--- src/rtl/hex_word_sender.sv ---
// Serialises a captured word as upper-case ASCII hex, MSB nibble first,
// optionally followed by CR LF, over a valid/ready character stream.
module hex_word_sender #(
  parameter int WORD_WIDTH     = 32,
  parameter bit APPEND_NEWLINE = 1'b1
) (
  input  logic                  clk,
  input  logic                  reset,
  input  logic [WORD_WIDTH-1:0] word_in,
  input  logic                  word_valid,
  output logic                  word_ready,
  output logic [7:0]            ascii_out,
  output logic                  ascii_valid,
  input  logic                  ascii_ready,
  output logic                  busy,
  output logic [1:0]            dbg_state
);

  // Handshakes: a word is taken on an edge with word_valid && word_ready;
  // a character is taken on an edge with ascii_valid && ascii_ready, and
  // ascii_out is held stable while ascii_valid is high and ascii_ready is low.

  localparam int NUM_NIBBLES = WORD_WIDTH / 4;
  localparam int CNT_W       = (NUM_NIBBLES > 1) ? $clog2(NUM_NIBBLES) : 1;
  localparam logic [CNT_W-1:0] LAST_IDX = CNT_W'(NUM_NIBBLES - 1);

  typedef enum logic [1:0] {
    ST_IDLE  = 2'd0,
    ST_DIGIT = 2'd1,
    ST_CR    = 2'd2,
    ST_LF    = 2'd3
  } state_e;

  state_e                state_q, state_d;
  logic [WORD_WIDTH-1:0] word_q, word_d;
  logic [CNT_W-1:0]      cnt_q, cnt_d;
  logic [7:0]            ascii_q, ascii_d;
  logic                  valid_q, valid_d;
  logic                  xfer;

  function automatic logic [3:0] nibble_at(input logic [WORD_WIDTH-1:0] w,
                                           input int idx);
    logic [WORD_WIDTH-1:0] shifted;
    shifted = w >> (4 * idx);
    return shifted[3:0];
  endfunction

  // 'A' - 10 = 8'h37, so letters share one adder with the digits.
  function automatic logic [7:0] hex_char(input logic [3:0] nib);
    if (nib < 4'd10) return 8'h30 + {4'h0, nib};
    else             return 8'h37 + {4'h0, nib};
  endfunction

  assign xfer = valid_q & ascii_ready;

  always_comb begin
    state_d = state_q;
    word_d  = word_q;
    cnt_d   = cnt_q;
    ascii_d = ascii_q;
    valid_d = valid_q;
    unique case (state_q)
      ST_IDLE: begin
        if (word_valid) begin
          word_d  = word_in;
          cnt_d   = LAST_IDX;
          ascii_d = hex_char(nibble_at(word_in, NUM_NIBBLES - 1));
          valid_d = 1'b1;
          state_d = ST_DIGIT;
        end
      end
      ST_DIGIT: begin
        if (xfer) begin
          if (cnt_q == '0) begin
            if (APPEND_NEWLINE) begin
              ascii_d = 8'h0D;
              state_d = ST_CR;
            end else begin
              ascii_d = 8'h00;
              valid_d = 1'b0;
              state_d = ST_IDLE;
            end
          end else begin
            cnt_d   = cnt_q - 1'b1;
            ascii_d = hex_char(nibble_at(word_q, int'(cnt_q) - 1));
          end
        end
      end
      ST_CR: begin
        if (xfer) begin
          ascii_d = 8'h0A;
          state_d = ST_LF;
        end
      end
      ST_LF: begin
        if (xfer) begin
          ascii_d = 8'h00;
          valid_d = 1'b0;
          state_d = ST_IDLE;
        end
      end
      default: begin
        ascii_d = 8'h00;
        valid_d = 1'b0;
        state_d = ST_IDLE;
      end
    endcase
  end

  always_ff @(posedge clk) begin
    if (reset) begin
      state_q <= ST_IDLE;
      word_q  <= '0;
      cnt_q   <= '0;
      ascii_q <= 8'h00;
      valid_q <= 1'b0;
    end else begin
      state_q <= state_d;
      word_q  <= word_d;
      cnt_q   <= cnt_d;
      ascii_q <= ascii_d;
      valid_q <= valid_d;
    end
  end

  assign word_ready  = (state_q == ST_IDLE);
  assign busy        = ~word_ready;
  assign ascii_out   = ascii_q;
  assign ascii_valid = valid_q;
  assign dbg_state   = state_q;

endmodule

--- config.mk ---
export PLATFORM = sky130hd
export DESIGN_NAME = hex_word_sender
export DESIGN_NICKNAME = d
export VERILOG_FILES = /design/src/rtl/hex_word_sender.sv
export SDC_FILE = /design/constraint.sdc
export NUM_CORES = 1
export LEC_CHECK = 0
export ABC_AREA = 0
export BUFFER_PORTS_ARGS = -buffer_cell sky130_fd_sc_hd__buf_2
export CORE_AREA = 5 5 57 97
export DETAILED_ROUTE_END_ITERATION = 6
export DIE_AREA = 0 0 62 102
export PLACE_DENSITY = 0.77
export SLEW_MARGIN = 20
export SYNTH_ARGS = -nofsm -noshare
export SYNTH_HDL_FRONTEND = slang
export SYNTH_SLANG_ARGS = --single-unit
export TNS_END_PERCENT = 30
--- constraint.sdc ---
create_clock -name clk -period 3.2 [get_ports clk]
set_clock_uncertainty 0.15 [all_clocks]
set_input_delay 0.48 -clock clk [delete_from_list [all_inputs] [get_ports clk]]
set_output_delay 0.48 -clock clk [all_outputs]
set_load 0.005 [all_outputs]
### Word level (Yosys, flattened, before mapping)

Index checks and enable logic that the tools add are counted.

| operators by class | value |
|---|---|
| add/subtract/negate cells | 6 |
| order comparisons | 2 |
| eq/ne operators | 9 |
| shift-type cells | 1 |
| mux-type cells | 21 |
| bitwise gates (word level) | 2 |
| reductions and logical operators | 9 |

Operators by type and width:

| operator | number |
|---|---|
| $mux W8 | 4 |
| $pmux W8 S4 | 1 |
| $shr A32 B32 Y4 | 1 |
| $add A6 B4 Y7 const A | 4 |
| $mux W7 | 3 |
| $ne A2 B2 Y1 const B | 6 |
| $mux W2 | 5 |
| $mux W3 | 3 |
| $lt A4 B4 Y1 const B | 2 |
| $pmux W2 S4 | 1 |
| $reduce_and A4 Y1 | 2 |
| $pmux W3 S2 | 1 |
| $reduce_and A5 Y1 | 1 |
| $eq A2 B2 Y1 const B | 2 |
| $reduce_bool A2 Y1 | 2 |
| $sub A3 B1 Y4 const B | 1 |
| $logic_not A3 Y1 | 1 |
| $reduce_and A3 Y1 | 1 |
| $sub A3 B1 Y3 const B | 1 |
| $eq A2 B1 Y1 const B | 1 |
| $logic_not A2 Y1 | 1 |
| $mux W1 | 2 |
| $pmux W1 S2 | 1 |
| $reduce_and A2 Y1 | 1 |
| other kinds (2) | 2 |

| storage, ports and cells | value |
|---|---|
| bits in registers | 46 |
| input bits | 36 |
| output and inout bits | 13 |
| logic and storage cells | 55 |

### Depth between registers and ports, before layout

Gate-level depths: netlist of the first run.

| logic depth | value |
|---|---|
| depth in word-level cells | 7 |
| mapped depth | 10 |
| depth with buffers taken out | 8 |

### Worst setup path after synthesis of the first run

Ideal clock, no wire load.

| path | value |
|---|---|
| path kind | flip-flop to flip-flop |
| start | register state_q[1] (netlist: dbg_state[1]) |
| end | register ascii_q[0] (netlist: ascii_out[0]) |
| library setup time | 87 ps |
| data arrival time | 2159 ps |
| required time | 2963 ps |
| slack | 804 ps |
| cell stages (with the launch flop) | 10 |
| path buffers | 1 |
| period minus slack after synthesis | 2396 ps |
| cell sequence | dfxtp_1 -> inv_1 -> ha_1 -> buf_6 -> or3_4 -> and2_4 -> o41a_1 -> nand2b_1 -> o32a_1 -> o31ai_1 |

| on the way | value |
|---|---|
| word-level cells in the longest chain between the ends | 3 |
| elaborated cells between the ends (all ways) | 10 |
| those cells by class | eq/ne (7); mux (1); reduce/logical (2) |

Ends and longest elaborated chain:

| what | RTL line | RTL |
|---|---|---|
| from (decl) | 34 | `state_e state_q, state_d;` |
| from (signal assigned) | 118 | `state_q <= state_d;` |
| $eq A2 B1 Y1, or another cell as far along | 62 | `unique case (state_q)` |
| $ne A2 B2 Y1 (no source line) | n/a |  |
| $reduce_and A4 Y1 (no source line) | n/a |  |
| to (signal assigned) | 121 | `ascii_q <= ascii_d;` |
| to (decl) | 37 | `logic [7:0] ascii_q, ascii_d;` |

Parallel ways exist; a longest one is shown, timed or not.
A chain may end at the register's enable or synchronous reset.

### Final worst setup path of the first run

| path | value |
|---|---|
| start | register cnt_q[1] |
| end | register ascii_q[0] (netlist: ascii_out[0]) |

| on the way | value |
|---|---|
| word-level cells in the longest chain between the ends | 7 |
| elaborated cells between the ends (all ways) | 10 |
| those cells by class | add/sub (3); order compare (1); shift (1); mux (4); reduce/logical (1) |

Ends and longest elaborated chain:

| what | RTL line | RTL |
|---|---|---|
| from (decl) | 36 | `logic [CNT_W-1:0] cnt_q, cnt_d;` |
| from (signal assigned) | 120 | `cnt_q <= cnt_d;` |
| $sub A3 B1 Y4 | 85 | `ascii_d = hex_char(nibble_at(word_q, int'(cnt_q) - 1));` |
| $shr A32 B32 Y4 | 44 | `shifted = w >> (4 * idx);` |
| $add A6 B4 Y7, or another cell as far along | 51 | `else return 8'h37 + {4'h0, nib};` |
| $mux W7 | 50 | `if (nib < 4'd10) return 8'h30 + {4'h0, nib};` |
| $mux W7 * | 74 | `if (cnt_q == '0) begin` |
| $mux W8 * | 73 | `if (xfer) begin` |
| $pmux W8 S4 * | 62 |  |

Every way passes the cells marked *; elsewhere a longest branch is shown, timed or not. The select of a mux whose other input is x is not followed.

==> results by stage, run 1 <==
Status:
- The run finished with clean final reports.

Cells and area:
- The library cell used most frequently in the layout, excluding fill and tap cells, is nand2_1.
- The library cells used most frequently in the layout, excluding fill and tap cells, are nand2_1, buf_2, dfxtp_1.
- Relative to the synthesized area, the layout overhead comes to 14.1%.
- For this run, the number of standard cells in the final layout without fillers is slightly above 400.
- The final design utilization is 60.3%.
- The share of layout cells above drive strength 1 is 18.5%.
- 0 antenna diodes ended up in the layout.
- The net total in the final layout is 393.

Yosys:
- Yosys printed 0 warnings.
- The instance count of the mapped netlist is roughly 320.
- The number of enable-type register cells in the synthesized netlist is 0.
- The count of unique library cells instantiated by Yosys is 56.
- The number of synthesized register bits is 45.
- The average cell area after synthesis is around 7.8 µm².
- The cell area after synthesis is 2450 µm².
- Sequential cells were found to cover 36.8% of the synthesized design area.
- The net count after synthesis is 358.
- The commonest register cell after synthesis is dfxtp_1.
- Of all flip-flops after synthesis, the portion carrying an async set or reset was 0%.

Floorplanning:
- Once the floorplan was initialized, standard cells occupied a little over half of the core.
- The total area inside the core boundary comes to 4620 µm².
- The die is 62 µm wide.
- The die covers 6320 µm².
- During I/O placement, the number of pins put on the boundary was 49.
- The number of rows created at floorplan is 33.
- The floorplan step set the die height to 102 µm.

CTS:
- The number of H-tree levels is 2.
- Clock-pin slew was measured on the worst setup and hold paths at 0.08 ns.
- The post-CTS resize count is 0.
- The number of clock sinks is 45.
- The number of setup buffers added after CTS is 0.
- The clock buffer count from CTS is 5.
- The TritonCTS clock tree is built.
- The cell sitting at the root of the clock tree is a clkbuf_8.
- The number of buffers inserted by hold repair at cts is 0.
- The longest clock path from root to sink contains 2 buffers.
- The clock network latency to the later pin of the worst-skew pair is around 0.30 ns.

Detailed routing:
- The number of vias per cell is 5.59.
- After detailed routing, the average wire length per cell comes to 14.8 µm.
- The count of antenna-violating nets left after detailed routing is 0.
- After detailed routing, the number of remaining DRC violations is 0.
- For this block, the via count after detailed routing is 2253.
- The number of DRC markers after the initial detailed-route iteration is 124.
- The aggregate routed wire length is just under 6 mm.
- For this run, the detailed router's first-pass iteration total came to 4.

Setup path:
- Along the worst path, the maximum fanout reaches 21.
- STA classifies the critical path endpoint as a flop.
- The category of the critical setup timing path is flop to flop.
- Data on the critical path is required at its endpoint by 3.25 ns.
- At the worst endpoint, the arrival time is 2.87 ns.
- STA classifies the critical path startpoint as a flop.
- The number of cells on the worst reg-to-reg path is 8.

Place:
- The total instance count after detailed placement is approximately 400.
- The sum of net half-perimeters after detailed placement is 4.55 mm.
- During placement, the flow inserted port buffers numbering 47.
- The final weighted congestion in routability-driven placement is 0.876.

STA:
- Setup violations remaining at the end of the flow were counted as 0.
- Hold timing on the final database bottoms out at a slack of 0.261 ns.
- For the pin with the worst max-slew slack, the measured transition is 0.823 ns.
- After layout, the worst path uses 88.0% of the clock period.
- The routed design could run at a clock period as short as 2.82 ns.
- The final number of max-transition violations is 0.
- The achievable clock frequency is 0.355 GHz.
- Measured against its own limit, the worst slew margin works out to 45.1%.
- The count of endpoints failing hold in the final timing report is 0.
- The aggregate negative setup slack is 0 ns.
- Setup repair after global routing left no endpoint under its margin.

Power:
- The worst-case IR drop observed on VDD is about 660 µV.
- The clock network power share is 15.5%.
- The internal power is about 0.0016 W.
- The analysis attributes to net switching a power of about 0.0013 W.
- The ratio of total power to cell area is ~1000 nW/µm².
- The static leakage is 1.16 nW.
- After layout, the design draws a total of between 0.002 and 0.003 W.
- The sequential power share is 28.5%.
- Combinational cells account for between 50% and 60% of the total power.
- The switching portion of total power is 44.0%.

GRT:
- The total global routing track utilization is 20.4%.
- The overall overflow remaining after global route is 0.
- The initial antenna violation count is 0.
- Entering global routing, the biggest net connects 48 pins.
- The via count of the first global-routing pass is 2114.
- The first global-routing pass estimated 9.74 mm of wire.

Hold path:
- The depth of the worst hold-timing path is 3.
- The worst min-delay path category is input port to flop.

Job:
- Max-cap violations in this run came to 0.
[flip-flops by register name, summed over array words and instances, names as in the netlist]
name	cells
ascii_out	7
ascii_valid	1
cnt_q	3
dbg_state	2
word_q	32
[synth_stat cells, drive strengths merged (6+ instances only)]
cell | instances | area share [%]
mux2i | 13 | 5.3
o21ai | 9 | 2.0
nand3 | 6 | 1.2
a21oi | 41 | 8.4
nor2 | 17 | 2.6
clkbuf | 15 | 2.3
dfxtp | 45 | 37
buf | 7 | 1.7
ha | 7 | 3.6
inv | 10 | 1.5
a31oi | 6 | 1.5
nand2 | 71 | 11
[path summary, 6_finish.rpt]
path                               end              startpoint  slack (ns)
max          ascii_out[0]$_SDFFE_PP0P_   cnt_q[1]$_SDFFE_PP0P_        0.38
min             word_q[9]$_SDFFE_PP0P_              word_in[9]        0.26
max reg2reg  ascii_out[0]$_SDFFE_PP0P_   cnt_q[1]$_SDFFE_PP0P_        0.38
min reg2reg     word_q[3]$_SDFFE_PP0P_  word_q[3]$_SDFFE_PP0P_        0.31
[layer usage]
metal	part of all wire (%)	vias up	global-route usage [%]
li1	-	1154	-
met1	36	1019	21.8
met2	55	68	37.4
met3	5.3	12	3.03
met4	3.1	0	8.82
met5	0	-	0
[critical path, cell delays in order, from the launching register on]
cell	delay, ns
dfxtp_1	0.42
inv_1	0.09
ha_1	0.79
nand3b_1	0.14
mux2_1	0.32
nand4_1	0.13
a21boi_1	0.32
nor2_1	0.10
o31ai_1	0.26
[power groups by stage]
stage	clock network [W]	registers (W)	logic, W
final	0.000444	0.000814	0.00160
after global routing	0.000478	0.000829	0.00180
after CTS	0.000452	0.000814	0.00160
after detailed placement	0	0.000826	0.00159
after global placement	0	0.000821	0.00157
after floorplan	0	0.000782	0.00129
[cell type report]
class | instances | area [µm²]
clock buffer | 6 | 82.6
clock inverter | 2 | 37.5
fill | 436 | 1830
inverter | 10 | 37.5
multi-input combinational | 238 | 1410
sequential | 45 | 901
tap | 52 | 65.1
timing repair buffer | 50 | 258
[stage by stage]
step | area, µm² | worst slack (ns)
after floorplan | 2450 | 0.804
final | 2790 | 0.385
after global routing | 2790 | 0.129
after detailed placement | 2670 | 0.423
after global placement | 2670 | 0.525
after CTS | 2790 | 0.396
[cell families (layout without fill, tap and decap cells)]
kind of cell / count (synthesis) / in the layout / share of synthesized area (%)
and+or+nand+nor: 130 / 130 / 24.8
AOI/OAI and AO/OA: 81 / 81 / 20.4
xor gates and xnor gates: 4 / 4 / 2.05
DFF: 45 / 45 / 36.8
muxes: 15 / 15 / 6.70
buffers and inverters: 32 / 68 / 5.58
other: 1 / 1 / 0.153
adders and majority gates: 7 / 7 / 3.58
Power figures use the tool's default switching activity.
==> run 2, diff against run 1 <==
--- a/config.mk
+++ b/config.mk
@@ -7,9 +7,10 @@
 export LEC_CHECK = 0
 export ABC_AREA = 0
 export BUFFER_PORTS_ARGS = -buffer_cell sky130_fd_sc_hd__buf_2
-export CORE_AREA = 5 5 57 97
+export CORE_AREA = 2 2 54 94
 export DETAILED_ROUTE_END_ITERATION = 6
-export DIE_AREA = 0 0 62 102
+export DIE_AREA = 0 0 56 96
+export GPL_TIMING_DRIVEN = 0
 export PLACE_DENSITY = 0.77
 export SLEW_MARGIN = 20
 export SYNTH_ARGS = -nofsm -noshare
==> constraint.sdc (replaced) <==
create_clock -name clk -period 2.59 [get_ports clk]
set_clock_uncertainty 0.15 [all_clocks]
set_input_delay 0.3885 -clock clk [delete_from_list [all_inputs] [get_ports clk]]
set_output_delay 0.3885 -clock clk [all_outputs]
set_load 0.005 [all_outputs]
==> results by stage, run 2 (synthesis results as in run 1) <==
STA:
- The total of endpoints with negative setup slack in the final report is 0 (unchanged).
- The worst hold slack across all endpoints came to 0.165 ns (-0.0961 ns).
- The relative slew slack is 61.3% (+16 points).
- The count of endpoints failing hold in the final timing report was 0 (unchanged).
- The post-route clock period utilization came to 96.4% (+8.4 points).
- The final critical-path required period was 2.50 ns (-0.319 ns).
- The final number of max-transition violations came to 0 (unchanged).
- The setup slack after layout was 0.0937 ns (-0.291 ns).
- The achievable clock frequency is 0.401 GHz (+13%).
- The slew at the pin closest to its max-slew limit is 0.580 ns (-0.243 ns).

Cells and area:
- The number of antenna cells inserted is 0 (unchanged).
- The register with the most flip-flops in the final layout is word_q.
- The share of layout cells above drive strength 1 is 21.4% (+2.9 points).
- In the layout the commonest cells are nand2_1, buf_2, dfxtp_1.
- The area added between synthesis and finish is 20.8%.
- The final design utilization is 63.9% (+3.6 points).
- The post-route cell area is 2960 µm² (+5.9%).
- The most common library cell in the layout ignoring fill and taps is nand2_1.
- The number of flip-flops under the largest register name is 32 (unchanged).
- The net total in the final layout was 412 (+4.8%).

GRT:
- The via count of the first global-routing pass is 2261 (+7.0%).
- The overall overflow remaining after global route is 0 (unchanged).
- The total global routing track utilization is 25.4% (+5.0 points).
- The initial antenna violation count was 0 (unchanged).
- The maximum number of pins on one net before global-route repair was 14 (-71%).
- The first-pass GRT wire length is 10.5 mm (+8.3%).

Setup path:
- The arrival time of the worst setup path came to 2.57 ns (-0.30 ns).
- The critical path required time is 2.66 ns (-0.59 ns).
- The startpoint kind of the worst setup timing path is a flop.
- The category of the critical setup timing path is flop to flop.
- The cell at the slowest stage of the critical path is o41a_1.
- STA classifies the critical path endpoint as a flop.
- The critical path goes through inv_1, ha_1, buf_6, or3_4, and2_4, o41a_1, nand2b_1, o32a_1, o31ai_1.
- The delay of the slowest critical-path stage is 0.43 ns (-0.36 ns).
- The highest fanout seen on the critical path is 10 (-52%).

Floorplanning:
- The number of rows created at floorplan was 33 (unchanged).
- The die span in y is 96 µm (-5.9%).
- The number of top-level pins is 49 (unchanged).
- The starting density of the core is 52.9% (unchanged).
- The die extent in x is 56 µm (-9.7%).
- The floorplan core area was 4620 µm² (unchanged).
- The area enclosed by the die boundary is 5380 µm² (-15%).

CTS:
- The clock transition at the register clock pins on the worst setup and hold paths after CTS is 0.08 ns (about the same).
- The clock buffer count from CTS is 5 (unchanged).
- The number of buffers inserted by hold repair at cts is 0 (unchanged).
- The clock network latency to the later pin of the worst-skew pair is 0.30 ns (about the same).
- The number of setup buffers added after CTS is 0 (unchanged).
- TritonCTS built the clock tree.
- The number of clock sinks is 45 (unchanged).
- The number of H-tree levels came to 2 (unchanged).
- The maximum count of clock buffers along a single path was 2 (unchanged).
- The clock tree root buffer cell is clkbuf_8.

Power:
- The static leakage came to 1.21 nW (+4.3%).
- The total power of the final layout is 0.00392 W (+37%).
- The largest vdd supply drop was 868 µV (+31%).
- The ratio of total power to cell area is 1330 nW/µm² (+29%).

Place:
- The placement-stage worst setup slack is -0.127 ns (-0.550 ns).
- The sum of net half-perimeters after detailed placement is 4.85 mm (+6.6%).
- The cell area after placement is 2750 µm² (+2.9%).
- The total of buffers placed on input and output ports is 47 (unchanged).
- The final weighted congestion in routability-driven placement is 0.882 (+0.71%).

Detailed routing:
- The aggregate routed wire length is 6.51 mm (+9.4%).
- The number of vias per cell is 5.66 (+1.3%).
- The number of iterations in the first detailed-routing pass was 4 (unchanged).
- The count of antenna-violating nets left after detailed routing came to 0 (unchanged).
- The routed wire length per instance is 15.5 µm (+4.7%).
- The detailed-route via count is 2384 (+5.8%).
- The number of DRC markers after the initial detailed-route iteration came to 110 (-11%).
- The number of DRC violations after detailed routing is 0 (unchanged).

Status:
- The run finished with clean final reports.

Hold path:
- The tightest min-delay check is of the input port to flop type.

Job:
- The total of max-cap violations is 0 (unchanged).
run 2: report_power, final:
group / switching, W / internal [W] / leakage [nW]
Clock: 0.000241 / 0.000281 / 0.0540
Combinational: 0.00140 / 0.00101 / 0.788
Sequential: 0.000114 / 0.000870 / 0.371
Total: 0.00176 / 0.00216 / 1.21
run 2: final cells by class:
type,count,area (µm²)
well taps,52,65.1
inverters,10,40.0
flip-flops and latches,45,903
multi-input cells,238,1500
repair buffers,47,235
fillers,426,1670
plain buffers,22,110
clock buffers,5,68.8
clock inverters,2,35.0
run 2: final timing paths:
kind	start	end	slack [ns]	cells past startpoint
setup / recovery	dbg_state[1]$_SDFFE_PP0P_	ascii_out[0]$_SDFFE_PP0P_	0.09	9
hold / removal	word_in[22]	word_q[22]$_SDFFE_PP0P_	0.16	3
setup reg to reg	dbg_state[1]$_SDFFE_PP0P_	ascii_out[0]$_SDFFE_PP0P_	0.09	9
hold reg to reg	word_q[6]$_SDFFE_PP0P_	word_q[6]$_SDFFE_PP0P_	0.31	2
run 2: layer usage:
layer	track usage [%]	vias to the layer above	routed length, µm
met5	0	-	0
met4	15.7	0	297
met3	3.36	19	242
met2	49.1	75	3520
met1	25.0	1097	2450
li1	-	1193	-
run 2: timing repair:
item                       in CTS  in global routing
pin swaps                       0                  2
hold endpoints to repair        0                  0
setup endpoints to repair       6                  6
resized for setup               5                 18
run 2: per-stage QoR:
step,instances,setup TNS [ns]
after floorplan,315,0
after global placement,414,-0.263
after detailed placement,414,-0.310
after CTS,421,0
after global routing,421,-0.0256
final,421,0
run 2: worst max-delay path, delay by kind of cell, from the launching register on:
kind	cells	cell delay [ns]
AO/OA/AOI/OAI	3	0.78
buffers and inverters	2	0.21
flip-flops	1	0.37
adder cells (fa/ha/maj)	1	0.19
AND/OR/NAND/NOR	3	0.71
